===== src/rtl/div_16bit_seq_pkg.sv =====
// Shared definitions for the sequential divider: state encodings, the
// divide-by-zero quotient and two's-complement helpers.
package div_16bit_seq_pkg;

  localparam logic [1:0] StIdle = 2'b00;
  localparam logic [1:0] StCalc = 2'b01;
  localparam logic [1:0] StFix  = 2'b10;
  localparam logic [1:0] StZero = 2'b11;

  localparam logic [15:0] DivZeroQuot = 16'hFFFF;

  // Invert plus carry-in one.
  function automatic logic [15:0] neg16(input logic [15:0] x);
    return ~x + 16'd1;
  endfunction

  // |0x8000| stays 0x8000, which is the correct unsigned magnitude.
  function automatic logic [15:0] mag16(input logic [15:0] x, input logic is_signed);
    return (is_signed && x[15]) ? neg16(x) : x;
  endfunction

endpackage


===== src/rtl/div_step_16bit.sv =====
// One restoring shift-subtract iteration: shift in a dividend bit, trial-subtract
// the divisor magnitude and keep the difference when it is non-negative.
module div_step_16bit (
  input  logic [15:0] rem_i,
  input  logic        dvd_bit_i,
  input  logic [15:0] dvs_i,
  output logic [15:0] rem_o,
  output logic        q_bit_o
);

  logic [16:0] shifted;
  logic [16:0] diff;

  // rem_i < dvs_i, so the shifted value fits in 17 bits and bit 16 of the
  // difference is a reliable borrow.
  always_comb begin
    shifted = {rem_i, dvd_bit_i};
    diff    = shifted - {1'b0, dvs_i};
    q_bit_o = ~diff[16];
    rem_o   = q_bit_o ? diff[15:0] : shifted[15:0];
  end

endmodule


===== src/rtl/div_16bit_seq.sv =====
// Multicycle 16-bit signed/unsigned divider, one quotient bit per cycle,
// with sign correction in a final FIX cycle and a fast divide-by-zero path.
module div_16bit_seq
  import div_16bit_seq_pkg::*;
#(
  parameter int unsigned WIDTH = 16,
  parameter int unsigned ITER  = 16
) (
  input  logic             clk,
  input  logic             rst_n,
  input  logic             start,
  input  logic             SignedOp,
  input  logic [WIDTH-1:0] A,
  input  logic [WIDTH-1:0] B,
  output logic             busy,
  output logic             done,
  output logic [WIDTH-1:0] Quot,
  output logic [WIDTH-1:0] Rem,
  output logic             DivZero
);

  logic [1:0]       state_q, state_d;
  logic [4:0]       cnt_q, cnt_d;
  logic [WIDTH-1:0] dvd_q, dvd_d;
  logic [WIDTH-1:0] dvs_q, dvs_d;
  logic [WIDTH-1:0] prem_q, prem_d;
  logic             neg_quot_q, neg_quot_d;
  logic             neg_rem_q, neg_rem_d;
  logic [WIDTH-1:0] quot_q, quot_d;
  logic [WIDTH-1:0] rem_q, rem_d;
  logic             div_zero_q, div_zero_d;
  logic             done_q, done_d;

  logic [WIDTH-1:0] step_rem;
  logic             step_q_bit;

  div_step_16bit u_step (
    .rem_i     (prem_q),
    .dvd_bit_i (dvd_q[WIDTH-1]),
    .dvs_i     (dvs_q),
    .rem_o     (step_rem),
    .q_bit_o   (step_q_bit)
  );

  always_comb begin
    state_d    = state_q;
    cnt_d      = cnt_q;
    dvd_d      = dvd_q;
    dvs_d      = dvs_q;
    prem_d     = prem_q;
    neg_quot_d = neg_quot_q;
    neg_rem_d  = neg_rem_q;
    quot_d     = quot_q;
    rem_d      = rem_q;
    div_zero_d = div_zero_q;
    done_d     = 1'b0;

    case (state_q)
      StIdle: begin
        if (start) begin
          if (B == '0) begin
            // dvd_q carries the raw dividend through to ZERO.
            dvd_d   = A;
            state_d = StZero;
          end else begin
            dvd_d      = mag16(A, SignedOp);
            dvs_d      = mag16(B, SignedOp);
            prem_d     = '0;
            cnt_d      = '0;
            neg_quot_d = SignedOp & (A[WIDTH-1] ^ B[WIDTH-1]);
            neg_rem_d  = SignedOp & A[WIDTH-1];
            state_d    = StCalc;
          end
        end
      end
      StCalc: begin
        // Quotient bits fill dvd_q from the bottom as dividend bits leave the top.
        prem_d = step_rem;
        dvd_d  = {dvd_q[WIDTH-2:0], step_q_bit};
        cnt_d  = cnt_q + 5'd1;
        if (cnt_q == 5'(ITER - 1)) begin
          state_d = StFix;
        end
      end
      StFix: begin
        quot_d     = neg_quot_q ? neg16(dvd_q) : dvd_q;
        rem_d      = neg_rem_q ? neg16(prem_q) : prem_q;
        div_zero_d = 1'b0;
        done_d     = 1'b1;
        cnt_d      = '0;
        state_d    = StIdle;
      end
      default: begin
        quot_d     = DivZeroQuot;
        rem_d      = dvd_q;
        div_zero_d = 1'b1;
        done_d     = 1'b1;
        state_d    = StIdle;
      end
    endcase
  end

  always_ff @(posedge clk or negedge rst_n) begin
    if (!rst_n) begin
      state_q    <= StIdle;
      cnt_q      <= '0;
      dvd_q      <= '0;
      dvs_q      <= '0;
      prem_q     <= '0;
      neg_quot_q <= 1'b0;
      neg_rem_q  <= 1'b0;
      quot_q     <= '0;
      rem_q      <= '0;
      div_zero_q <= 1'b0;
      done_q     <= 1'b0;
    end else begin
      state_q    <= state_d;
      cnt_q      <= cnt_d;
      dvd_q      <= dvd_d;
      dvs_q      <= dvs_d;
      prem_q     <= prem_d;
      neg_quot_q <= neg_quot_d;
      neg_rem_q  <= neg_rem_d;
      quot_q     <= quot_d;
      rem_q      <= rem_d;
      div_zero_q <= div_zero_d;
      done_q     <= done_d;
    end
  end

  assign busy    = (state_q != StIdle);
  assign done    = done_q;
  assign Quot    = quot_q;
  assign Rem     = rem_q;
  assign DivZero = div_zero_q;

endmodule


===== config.mk =====
export PLATFORM = sky130hd
export DESIGN_NAME = div_16bit_seq
export DESIGN_NICKNAME = d
export VERILOG_FILES = /design/src/rtl/div_16bit_seq_pkg.sv /design/src/rtl/div_step_16bit.sv /design/src/rtl/div_16bit_seq.sv
export SDC_FILE = /design/constraint.sdc
export NUM_CORES = 1
export LEC_CHECK = 0
export ABC_AREA = 1
export ABC_CLOCK_PERIOD_IN_PS = 2500
export CELL_PAD_IN_SITES_DETAIL_PLACEMENT = 0
export CELL_PAD_IN_SITES_GLOBAL_PLACEMENT = 1
export CORE_AREA = 2 2 109 163
export CTS_BUF_LIST = sky130_fd_sc_hd__clkbuf_16
export CTS_CLUSTER_SIZE = 8
export DETAILED_ROUTE_END_ITERATION = 10
export DIE_AREA = 0 0 111 165
export GPL_TIMING_DRIVEN = 0
export PLACE_DENSITY_LB_ADDON = 0.1
export SLEW_MARGIN = 20
export SYNTH_ARGS = -nofsm -noshare
export SYNTH_HDL_FRONTEND = slang
export SYNTH_SLANG_ARGS = --single-unit

===== constraint.sdc =====
create_clock -name clk -period 2.5 [get_ports clk]
set_input_delay 0.25 -clock clk [delete_from_list [all_inputs] [get_ports clk]]
set_output_delay 0.25 -clock clk [all_outputs]
set_load 0.01 [all_outputs]

==> flow_summary.toml <==
[timing]
maxSlewViolCount = 0
fin_crit_ps = 2330
timing.final.hold_violations = 0
setup-tns-final_ps = 0
finClkSkew_ps = 10.4
rsz0062_at_grt = "yes"
fmax_mhz = 429
slew_headroom_pct = 67.2
fin_crit_sh_pct = 93.3
tightest_slew_ps = 493
setup_violations = 0

[layout]
drive_gt1_share_pct = 6.26
areaGrowthSynthToFinish_pct = 20.0
antennaDiodeCount = 0
final_nets = 1140
fin_area_mm2 = 0.00799

[floorplanning]
die_y_um = 165
fp-row-count = 58
die_x_um = 111
start_util_pct = 39.7
dieArea_mm2 = 0.0183
ioPinCount = 71
core_area_mm2 = 0.0168

[clock_network]
cts_root_buf = "clkbuf_16"
cts_inserted_buffers = 9
clk_pin_slew_worst_paths_ps = 70
clk_latency_ps = 350
clock-sinks = 91
cts_tree = "built"
cts_buffer_depth = 2
htree_levels = 3

[detailed_routing]
drt_first_pass_iters = 6
drtAntennaViolNets = 0
vias = 6524
post-route-drc-count = 0
topRoutingLayerUsed = "met4"
drt_iter0_drc = 372
route.met2.wl_um = 11200
wl_met3_um = 402
wl_um = 20300
wl_per_cell_um = 15.7
wl_met1_um = 8130
via_per_inst = 5.03

[synthesis]
synth_edf_count = 0
yosys_most_used_dff = "dfrtp_1"
avgSynthCellArea_um2 = 6.68
synthArstFlopShare_pct = 100
syn_inst = 996
netlist_area_mm2 = 0.00666
synth_nets = 1055
yosys_warnings = 0
ys_ff_latch = 91
synth.distinct_cells = 41
seq_area_frac_synth_pct = 34.2

[pwr]
ir_worst_vdd_mv = 0.680
leakage_nw = 3.98
finalPower_w = 0.0114
power_density_mw_per_mm2 = 1430

[grt]
grt_first_pass_wirelength_um = 32700
grt.total_usage_pct = 22.6
antenna_found_initial = 0
grt_max_degree = 63
grt_pass1_vias = 6395
grt_overflow = 0

[min_path]
hp-class = "in -> async"

[placed_design]
place_congestion = 0.884
placed_area_mm2 = 0.00765
hpwlAfterDp_um = 16500
io_buffer_count = 70

[critical_path]
cp-end-kind = "flop"
rr_worst_depth = 15
arrival_ps = 2560
worstSetupPathType = "reg -> reg"
crit_fanout = 8
cp-start-kind = "flop"
cp.required_ps = 2730

[run_status]
status = "finished clean"

[job]
drv_cap = 0
Yosys cell counts (2+ instances only):
master | instances | share of area, %
buf_1 | 2 | 0.11
and2_1 | 3 | 0.28
o21ai_1 | 7 | 0.53
nand3_2 | 3 | 0.45
o221ai_1 | 5 | 0.66
or2_2 | 4 | 0.38
ha_1 | 22 | 4.1
o211ai_1 | 9 | 1.0
inv_2 | 8 | 0.45
o21bai_1 | 2 | 0.23
xnor2_1 | 2 | 0.26
o21ai_0 | 47 | 3.5
buf_2 | 10 | 0.75
nor2_4 | 3 | 0.51
nand3b_1 | 6 | 0.68
nor3_1 | 6 | 0.45
nand3_1 | 116 | 8.7
nor2_2 | 2 | 0.19
a22oi_1 | 14 | 1.6
xor2_1 | 20 | 2.6
inv_1 | 145 | 8.2
clkbuf_1 | 9 | 0.51
buf_4 | 2 | 0.23
nand4_1 | 12 | 1.1
nor2_1 | 81 | 4.6
o22ai_1 | 4 | 0.38
nand2_2 | 3 | 0.28
dfrtp_1 | 91 | 34
nand2_4 | 5 | 0.85
nand2_1 | 306 | 17
a31oi_1 | 3 | 0.28
a21oi_1 | 34 | 2.6
o31ai_1 | 2 | 0.23
repair_timing:
action	4_1_cts	5_1_grt
hold buffers	1	0
buffers inserted	0	2
hold endpoints to repair	29	0
gates resized for setup	2	7
pin swaps	0	1
setup endpoints to repair	16	17
power by group:
group          internal [W]  switching (W)  leakage (nW)  total (W)
sequential          0.00221       0.000761          1.06    0.00298
combinational       0.00275        0.00436          2.79    0.00711
clock              0.000680       0.000620         0.134    0.00130
total               0.00565        0.00574          3.98     0.0114
flip-flops by register name, indices dropped and copies added (netlist names):
name / count
neg_quot_q: 1
state_q: 2
done: 1
cnt_q: 5
dvs_q: 16
dvd_q: 16
neg_rem_q: 1
prem_q: 16
DivZero: 1
Quot: 16
Rem: 16
placed cells by master (no fill, tap or decap), types with 9 or more instances in the layout:
cell and instances:
o211ai_1 9, inv_2 9, xor2_1 20, buf_2 10, nand3_1 116, clkbuf_1 9, clkdlybuf4s50_1 69, clkbuf_16 9
nand4_1 12, nor2_1 81, ha_1 22, a21oi_1 34, inv_1 145, o21ai_0 47, nand2_1 305, dfrtp_1 90
a22oi_1 14
kinds of logic after synthesis:
| family | Yosys count | synth area share, % |
|---|---|---|
| AOI/OAI and AO/OA | 129 | 11.4 |
| xor gates and xnor gates | 22 | 2.89 |
| and+or+nand+nor | 554 | 36.6 |
| buffers and inverters | 177 | 10.5 |
| DFF | 91 | 34.2 |
| adders and majority gates | 23 | 4.44 |
cell type report:
type                            instances  area [µm²]
Clock inverter                          7        50.0
Timing Repair Buffer                   74         754
Buffer                                 24         126
Inverter                              153         574
Multi-Input combinational cell        728        3720
Tap cell                              210         263
Clock buffer                            9         225
Fill cell                            1790        8770
Sequential cell                        91        2280
per-stage QoR:
stage / hold WS (ps) / std cells / util [%] / setup slack (ps)
2_1_floorplan: -45.6 / 996 / - / 391
3_3_place_gp: 466 / 1276 / 45.5 / -2340
3_5_place_dp: 143 / 1277 / 45.6 / -74.8
4_1_cts: 345 / 1294 / 47.4 / 10.2
5_1_grt: 370 / 1296 / 47.7 / 3.89
6_report: 333 / 1296 / 47.7 / 168
metal layers:
metal  vias up  GRT usage, %
li1       3366             -
met1      3028          25.8
met2        97          43.9
met3        33          1.69
met4         0          8.07
met5         -             0
critical path, cell delays in order (launching register included):
cell and delay, ps:
dfrtp_2 390, inv_1 90, ha_1 220, fa_2 360, inv_2 90, nand2_1 50, nand2_1 70, nand3_1 120
nand2_2 130, nand2_2 110, nand2_4 130, nand2_4 90, nand2_4 140, nand2_1 60, nand3_1 70, nand2_1 60
worst paths after layout:
path                       slack, ps         to  startpoint
max reg2reg                      170  prem_q[0]   dvd_q[15]
max                              170  prem_q[0]   dvd_q[15]
max in group asynchronous       1540  prem_q[6]       rst_n
min reg2reg                      480   dvs_q[3]    dvs_q[3]
min                              330   Quot[12]       rst_n
min in group clk                 480   dvs_q[3]    dvs_q[3]
No activity file was read; power rests on OpenSTA's default activity.
